===== config.mk =====
export PLATFORM = sky130hd
export DESIGN_NAME = dmem_lsu
export DESIGN_NICKNAME = d
export VERILOG_FILES = /design/src/rtl/dmem_lsu.sv
export SDC_FILE = /design/constraint.sdc
export NUM_CORES = 1
export LEC_CHECK = 0
export BUFFER_PORTS_ARGS = -buffer_cell sky130_fd_sc_hd__clkbuf_2
export CAP_MARGIN = 40
export CORE_AREA = 2 2 97 99
export DETAILED_ROUTE_END_ITERATION = 6
export DIE_AREA = 0 0 99 101
export HOLD_SLACK_MARGIN = 0.12
export PLACE_DENSITY_LB_ADDON = 0.2
export SKIP_LAST_GASP = 1
export SYNTH_ARGS = -nofsm -noshare
export SYNTH_HDL_FRONTEND = slang
export SYNTH_SLANG_ARGS = --single-unit

===== constraint.sdc =====
create_clock -name CLK -period 5.6 [get_ports CLK]
set_clock_uncertainty 0.1 [all_clocks]
set_input_delay 1.12 -clock CLK [delete_from_list [all_inputs] [get_ports CLK]]
set_output_delay 1.12 -clock CLK [all_outputs]
set_load 0.1 [all_outputs]

===== src/rtl/dmem_lsu.sv =====
// dmem_lsu: load/store front end for four byte-lane data memory banks.
// Lane i holds byte i of each little-endian 32-bit word. The banks sample on
// the falling clock edge, so strobes raised on a rising edge are seen half a
// cycle later. Read data is valid on the following rising edge.
module dmem_lsu #(
    parameter int ADDR_WIDTH = 13,
    parameter int BANK_DEPTH = 2**(ADDR_WIDTH-3)+1
) (
    input  logic                  CLK,
    input  logic                  RST,
    input  logic                  REQ_VALID,
    output logic                  REQ_READY,
    input  logic                  REQ_WE,
    input  logic [1:0]            REQ_SIZE,
    input  logic                  REQ_SIGNED,
    input  logic [ADDR_WIDTH-1:0] REQ_ADDR,
    input  logic [31:0]           REQ_WDATA,
    output logic                  RSP_VALID,
    input  logic                  RSP_READY,
    output logic [31:0]           RSP_RDATA,
    output logic                  RSP_ERR,
    output logic [7:0]            ERR_COUNT,
    output logic [ADDR_WIDTH-1:0] B_ADDR,
    output logic [3:0]            B_WE,
    output logic [3:0]            B_RE,
    output logic [31:0]           B_DIN,
    input  logic [31:0]           B_DOUT
);

    localparam int          IDX_W   = ADDR_WIDTH - 2;
    localparam logic [31:0] DEPTH_U = 32'(BANK_DEPTH);

    typedef enum logic [1:0] {
        IDLE   = 2'b00,
        ACCESS = 2'b01,
        RESP   = 2'b10
    } state_t;

    state_t state;

    // Request fields saved at accept; the live request inputs are ignored afterwards.
    logic       s_we;
    logic [1:0] s_size;
    logic       s_signed;
    logic [1:0] s_off;

    logic [IDX_W-1:0] req_idx;
    logic             req_err;
    logic [3:0]       st_lanes;
    logic [31:0]      st_data;
    logic [7:0]       ld_byte;
    logic [15:0]      ld_half;
    logic [31:0]      ld_data;

    assign REQ_READY = (state == IDLE);
    assign RSP_VALID = (state == RESP);
    assign req_idx   = REQ_ADDR[ADDR_WIDTH-1:2];

    // Reject illegal size, misalignment, and word indices beyond the banks.
    always_comb begin
        // NOTE: every variable written here gets a value first, so no path can infer a latch.
        req_err = 1'b0;
        case (REQ_SIZE)
            2'b00:   req_err = 1'b0;
            2'b01:   req_err = REQ_ADDR[0];
            2'b10:   req_err = |REQ_ADDR[1:0];
            default: req_err = 1'b1;
        endcase
        if ({{(32-IDX_W){1'b0}}, req_idx} >= DEPTH_U)
            req_err = 1'b1;
    end

    // Store lane enables and lane data: narrow data is replicated so every lane sees its byte.
    always_comb begin
        st_lanes = 4'b0000;
        st_data  = REQ_WDATA;
        case (REQ_SIZE)
            2'b00: begin
                st_lanes = 4'b0001 << REQ_ADDR[1:0];
                st_data  = {4{REQ_WDATA[7:0]}};
            end
            2'b01: begin
                st_lanes = REQ_ADDR[1] ? 4'b1100 : 4'b0011;
                st_data  = {2{REQ_WDATA[15:0]}};
            end
            default: begin
                st_lanes = 4'b1111;
                st_data  = REQ_WDATA;
            end
        endcase
    end

    // Pick the addressed lane(s) from the bank read data and extend to 32 bits.
    always_comb begin
        ld_byte = B_DOUT[{s_off, 3'b000} +: 8];
        ld_half = s_off[1] ? B_DOUT[31:16] : B_DOUT[15:0];
        case (s_size)
            2'b00:   ld_data = {{24{s_signed & ld_byte[7]}}, ld_byte};
            2'b01:   ld_data = {{16{s_signed & ld_half[15]}}, ld_half};
            default: ld_data = B_DOUT;
        endcase
    end

    // Request FSM with registered bank strobes and response outputs.
    always_ff @(posedge CLK or posedge RST) begin
        if (RST) begin
            state     <= IDLE;
            s_we      <= 1'b0;
            s_size    <= 2'b00;
            s_signed  <= 1'b0;
            s_off     <= 2'b00;
            RSP_RDATA <= 32'd0;
            RSP_ERR   <= 1'b0;
            ERR_COUNT <= 8'd0;
            B_ADDR    <= '0;
            B_WE      <= 4'b0000;
            B_RE      <= 4'b0000;
            B_DIN     <= 32'd0;
        end else begin
            // NOTE: non-blocking assignments so every register updates from pre-edge values.
            case (state)
                IDLE: begin
                    if (REQ_VALID) begin
                        s_we     <= REQ_WE;
                        s_size   <= REQ_SIZE;
                        s_signed <= REQ_SIGNED;
                        s_off    <= REQ_ADDR[1:0];
                        if (req_err) begin
                            state     <= RESP;
                            RSP_ERR   <= 1'b1;
                            RSP_RDATA <= 32'd0;
                            if (ERR_COUNT != 8'hFF)
                                ERR_COUNT <= ERR_COUNT + 8'd1;
                        end else begin
                            state  <= ACCESS;
                            B_ADDR <= {req_idx, 2'b00};
                            if (REQ_WE) begin
                                B_WE  <= st_lanes;
                                B_DIN <= st_data;
                            end else begin
                                B_RE  <= 4'b1111;
                                B_DIN <= 32'd0;
                            end
                        end
                    end
                end
                ACCESS: begin
                    state     <= RESP;
                    B_WE      <= 4'b0000;
                    B_RE      <= 4'b0000;
                    RSP_ERR   <= 1'b0;
                    RSP_RDATA <= s_we ? 32'd0 : ld_data;
                end
                RESP: begin
                    if (RSP_READY)
                        state <= IDLE;
                end
                default: state <= IDLE;
            endcase
        end
    end

endmodule


==> results of run 1 <==
-- final timing paths --
kind | start | endpoint | slack, ns | depth (start not counted)
worst max-delay path | REQ_ADDR[8] | RSP_RDATA[31] | 2.23 | 6
worst min-delay path | B_DIN[15] | B_DIN[15] | 0.38 | 2
worst max register to register | state[1] | ERR_COUNT[1] | 2.91 | 4
worst min register to register | B_DIN[15] | B_DIN[15] | 0.38 | 2
max in group asynchronous | RST | ERR_COUNT[5] | 3.61 | 3
min in group asynchronous | RST | B_ADDR[7] | 0.68 | 2
-- worst register-to-register path, delay by kind of cell (launching register included) --
family	cells	cell delay, ns
muxes	1	0.41
DFF	1	0.49
AOI/OAI and AO/OA	2	0.83
and+or+nand+nor	1	0.77
-- kinds of logic after synthesis --
group	after synthesis	share of synthesized area, %
AOI/OAI and AO/OA	116	18.27
xor gates and xnor gates	6	1.154
adders and majority gates	1	0.2747
buffers and inverters	36	3.681
DFF	97	53.30
muxes	50	11.76
other	1	0.08234
and+or+nand+nor	102	11.48
-- power by group through the flow --
stage          combinational [uW]  clock [uW]  sequential (uW)
6_report                     1790         517             1000
5_1_grt                      1870         556             1030
4_1_cts                      1800         526             1010
3_5_place_dp                 1800           0             1020
3_3_place_gp                 1790           0             1010
2_1_floorplan                 442           0             2080
-- final cells by class --
class / instances / area, sq um
Fill cell: 767 / 3256
Sequential cell: 97 / 2427
Multi-Input combinational cell: 277 / 1968
Timing Repair Buffer: 183 / 932.1
Clock buffer: 12 / 155.1
Tap cell: 111 / 138.9
Clock inverter: 4 / 75.07
Inverter: 6 / 25.02
-- state kept, by name, summed over array words and instances, names as in the netlist --
register and cells:
B_DIN 32, RSP_RDATA 32, B_ADDR 11, ERR_COUNT 8, B_WE 4, s_off 2, s_size 2, state 2
B_RE 1, RSP_ERR 1, s_signed 1, s_we 1
-- Yosys cell counts (2+ instances only) --
cell type,n
a221o_1,16
mux2i_1,31
nor2b_1,3
buf_1,2
a32o_1,8
dfrtp_1,97
o2bb2ai_1,7
mux2_1,6
nor3b_1,8
xnor2_1,5
nand4_1,5
inv_1,6
and2_1,2
a22o_1,14
nor3_1,3
and3_1,2
mux2_2,12
nand2b_1,11
o21ai_0,44
buf_4,8
a21oi_1,18
nor2_1,23
clkbuf_1,18
buf_2,2
nand3_1,3
nand2_1,34
-- metal layers --
| layer | routed length [microns] | global-route usage, % | share of wire (%) | vias up |
|---|---|---|---|---|
| met1 | 5031 | 32.21 | 43 | 1859 |
| met3 | 754 | 4.230 | 6.5 | 26 |
| li1 | - | - | - | 1818 |
| met2 | 5516 | 37.21 | 47 | 143 |
| met4 | 336 | 10.22 | 2.9 | 0 |
| met5 | 0 | 0 | 0 | - |
-- metrics by stage --
step / cells / power [uW] / worst slack (ns)
finish: 690 / 3314 / 2.229
global route: 690 / 3452 / 2.082
CTS: 690 / 3333 / 2.223
detailed placement: 674 / 2818 / 1.808
global placement: 671 / 2794 / 1.913
floorplan: 410 / 2521 / 1.846
==> flow_metrics.tcl, run 1 <==
set metrics [dict create \
    status "finished clean" \
    netlist.area_leader.share_pct 53.30 \
    viasPerCell 5.574 \
    pwr-share-seq_pct 30.3 \
    netlist_top_cells_area "dfrtp_1 (53%), mux2i_1 (6.8%), o21ai_0 (4.8%)" \
    netlist_area_sq_um 4554 \
    die_x_microns 99 \
    synth_warnings 0 \
    synth.avg_cell_area_sq_um 11.14 \
    ant_nets 0 \
    critPathKind "input port to flop" \
    drive_gt1_share_pct 37.82 \
    vias 3846 \
    max_slew_margin_pct 40.48 \
    min_period_over_period_pct 60.20 \
    postCtsSetupBuffers 0 \
    fmax_mhz 296.6 \
    yosysTopAreaCell "dfrtp_1" \
    internal_power_uw 1435 \
    numCtsBuffers 9 \
    seq_area_frac_synth_pct 53.30 \
    cp-start-kind "input port" \
    crit_path_max_incr_delay_ns 0.71 \
    place_congestion 0.8595 \
    root_buffer "clkbuf_8" \
    worst_setup_path_end_kind "flop" \
    cts_resized 0 \
    finish.instance_area_sq_um 5722 \
    routed_wl_mm 11.64 \
    grt_max_degree 58 \
    track_usage_pct 23.59 \
    grt_pass1_vias 3734 \
    worstPathMaxFanout 33 \
    rsz0062_at_grt "false" \
    crit_arrival_ns 3.56 \
    layout_common_cells "clkbuf_2 (178), dfrtp_1 (97), o21ai_0 (44)" \
    peakVddDrop_mv 0.4499 \
    finish.utilization_pct 63.74 \
    ys_types 47 \
    path_buf_inv 1 \
    p_switching_uw 1879 \
    area_growth_pct 25.63 \
    slowest_stage "o21ai_4" \
    netlist_instances 409 \
    drtPass1Iterations 4 \
    route.detailed.drc 0 \
    min_period_ns 3.371 \
    final_nets 660 \
    setup_viol 0 \
    start_util_pct 50.73 \
    powerDensity_nw_per_um2 579.2 \
    grt_pass1_wl_mm 18.73 \
    clkTransAtPathRegs_ns 0.09 \
    finalHoldViolations 0 \
    placementRows 35 \
    wl_per_cell_microns 16.87 \
    core_area_sq_um 8977 \
    synth-seq-cells 97 \
    worst_pin_slew_ns 0.8852 \
    maxCapViolCount 0 \
    h-tree-depth 3 \
    cp.required_ns 5.79 \
    ys.flop_type "dfrtp_1" \
    clkPwrFrac_pct 15.6 \
    detailed_place_hpwl_mm 8.543 \
    synth-async-reset-ratio_pct 100.0 \
    cts_hold_buffers 0 \
    portBuffers 178 \
    die_area_sq_um 9999 \
    swShare_pct 56.70 \
    fin_setup_tns_ns 0 \
    cts_tree "yes" \
    drt_iter0_drc 209 \
    numClockSinks 97 \
    boundaryPins 181 \
    pwr-share-comb_pct 54.1 \
    die_y_microns 101 \
    path_delay_family "compound AO/OA/AOI/OAI gates" \
    leakagePower_uw 0.002918 \
    fin_worst_hold_slack_ns 0.3848 \
    drv_slew 0 \
    n_antenna_cell 0 \
    hold_class "flop to flop" \
    worstPathCellList "clkbuf_2 > or4_4 > o41ai_4 > nand2_2 > o21ai_4 > a221o_1" \
    placed_area_sq_um 5492 \
    clk_latency_ns 0.35 \
    grt_overflow 0 \
    antenna_found_initial 0 \
    cts_buffer_depth 2 \
    synth_edf_count 0 \
    mostFrequentLayoutCell "clkbuf_2" \
]
Note: power is estimated with default switching activity, not from simulation.
==> run 2, diff against run 1 <==
--- a/config.mk
+++ b/config.mk
@@ -7,9 +7,9 @@
 export LEC_CHECK = 0
 export BUFFER_PORTS_ARGS = -buffer_cell sky130_fd_sc_hd__clkbuf_2
 export CAP_MARGIN = 40
-export CORE_AREA = 2 2 97 99
+export CORE_AREA = 2 2 105 107
 export DETAILED_ROUTE_END_ITERATION = 6
-export DIE_AREA = 0 0 99 101
+export DIE_AREA = 0 0 107 109
 export HOLD_SLACK_MARGIN = 0.12
 export PLACE_DENSITY_LB_ADDON = 0.2
 export SKIP_LAST_GASP = 1
==> constraint.sdc (replaced) <==
create_clock -name CLK -period 2.79 [get_ports CLK]
set_clock_uncertainty 0.1 [all_clocks]
set_input_delay 0.558 -clock CLK [delete_from_list [all_inputs] [get_ports CLK]]
set_output_delay 0.558 -clock CLK [all_outputs]
set_load 0.1 [all_outputs]
==> run 2 against run 1 <==
Sequential share of layout area shrank 0.72 points; flip-flop and latch count is the same; die area increased by 17%; register-to-register slack worse by 2.3 ns; worst hold slack worse by 0.19 ns; clock-buffer cell count rose by 2; cell count is 5.8% higher; final area up 1.7%; global-route usage down 1.9 points; critical endpoint is now RSP_RDATA[11]; clock power up 64%; core utilization shrank 8.8 points; largest power group unchanged; total power is 96% higher.
==> flow_metrics.tcl, run 2 (same netlist as run 1, synthesis figures left out) <==
set metrics [dict create \
    worstPathMaxFanout 8 \
    status "finished clean" \
    place_congestion 0.8079 \
    core_area_sq_um 10600 \
    crit_arrival_ns 2.38 \
    hold_class "input port to asynchronous set/reset pin" \
    cp.required_ns 2.95 \
    clkTransAtPathRegs_ns 0.09 \
    numClockSinks 97 \
    route.detailed.drc 0 \
    nFillCells 982 \
    root_buffer "clkbuf_8" \
    detailed_place_hpwl_mm 8.978 \
    max_slew_margin_pct 50.47 \
    layout_common_cells "clkbuf_2 (178), dfrtp_1 (97), o21ai_0 (44)" \
    worst_setup_path_end_kind "flop" \
    cts_hold_buffers 0 \
    start_util_pct 42.95 \
    grt_pass1_wl_mm 19.73 \
    maxCapViolCount 0 \
    numCtsBuffers 9 \
    die_area_sq_um 11660 \
    h-tree-depth 3 \
    critPathKind "flop to flop" \
    cts_buffer_depth 2 \
    grt_overflow 0 \
    track_usage_pct 21.68 \
    viasPerCell 5.342 \
    setup_viol 0 \
    p_total_uw 6510 \
    drtPass1Iterations 4 \
    cts_tree "yes" \
    mostFrequentLayoutCell "clkbuf_2" \
    postCtsSetupBuffers 0 \
    cp-start-kind "flop" \
    min_period_ns 2.217 \
    boundaryPins 181 \
    rsz0062_at_grt "false" \
    area_growth_pct 27.80 \
    cts_resized 0 \
    drv_slew 0 \
    vias 3900 \
    fmax_mhz 451.0 \
    finish.instance_area_sq_um 5821 \
    die_y_microns 109 \
    worst_pin_slew_ns 0.7429 \
    drive_gt1_share_pct 38.64 \
    placed_area_sq_um 5645 \
    final_nets 671 \
    grt_max_degree 98 \
    drt_iter0_drc 163 \
    placementRows 38 \
    powerDensity_nw_per_um2 1118 \
    ant_nets 0 \
    routed_wl_mm 12.36 \
    largestRegisters "B_DIN (32), RSP_RDATA (32), B_ADDR (11)" \
    clk_latency_ns 0.36 \
    n_antenna_cell 0 \
    portBuffers 178 \
    wl_per_cell_microns 16.92 \
    fin_setup_tns_ns 0 \
    leakagePower_uw 0.002959 \
    antenna_found_initial 0 \
    peakVddDrop_mv 0.7491 \
    die_x_microns 107 \
    finalHoldViolations 0 \
    grt_pass1_vias 3794 \
    min_period_over_period_pct 79.48 \
]
run 2: changes by cell type in the layout (fill, tap and decap cells not counted):
cell / previous run / this run
clkinv_2: 0 / 1
buf_12: 0 / 3
bufinv_16: 2 / 0
inv_4: 1 / 0
buf_6: 1 / 0
buf_4: 4 / 13
clkbuf_1: 1 / 3
run 2: worst max-delay path: stages (launching register included):
cell and delay, ns:
dfrtp_1 0.38, mux4_2 0.54, a31oi_1 0.55, o21ai_0 0.26
a32o_1 0.30
run 2: layout make-up:
| type | count | area, sq um | share of cell area, % |
|---|---|---|---|
| clock buffer | 14 | 162.7 | 2.794 |
| clock inverter | 2 | 12.51 | 0.2150 |
| inverter | 6 | 26.28 | 0.4514 |
| multi-input combinational | 277 | 1968 | 33.81 |
| sequential | 97 | 2427 | 41.70 |
| tap | 140 | 175.2 | 3.009 |
| timing repair buffer | 194 | 1049 | 18.01 |
run 2: where the power goes:
part           leakage (uW)  switching, uW  internal (uW)
combinational       0.00160           3060            626
sequential          0.00127            238           1730
clock             0.0000867            473            374
total               0.00296           3780           2730
run 2: metrics by stage:
stage               worst slack [ns]  util, %  hold WS, ns  std cells
floorplan                     0.3093        -       0.4036        410
global placement              0.2788    53.17       0.3644        713
detailed placement            0.2424    53.25       0.3709        714
CTS                           0.5662    54.90       0.2463        730
global route                  0.4263    54.90       0.2682        730
finish                        0.5726    54.90       0.1943        730
run 2: path summary, 6_finish.rpt:
path | cells after the start | slack [ns] | start | end
worst max register to register | 4 | 0.57 | s_off[1] | RSP_RDATA[11]
worst min-delay path | 3 | 0.19 | RST | B_ADDR[2]
max in group asynchronous | 3 | 1.97 | RST | RSP_RDATA[6]
min in group CLK | 2 | 0.30 | RSP_READY | state[1]
worst min register to register | 2 | 0.39 | B_DIN[16] | B_DIN[16]
worst max-delay path | 4 | 0.57 | s_off[1] | RSP_RDATA[11]
run 2: per-layer routing:
metal	wire length [microns]	global-route usage, %	up-vias	share of wire (%)
met4	177	7.050	0	1.4
met2	6007	35.53	127	49
met3	630	3.467	14	5.1
li1	-	-	1842	-
met5	0	0	-	0
met1	5540	29.62	1917	45
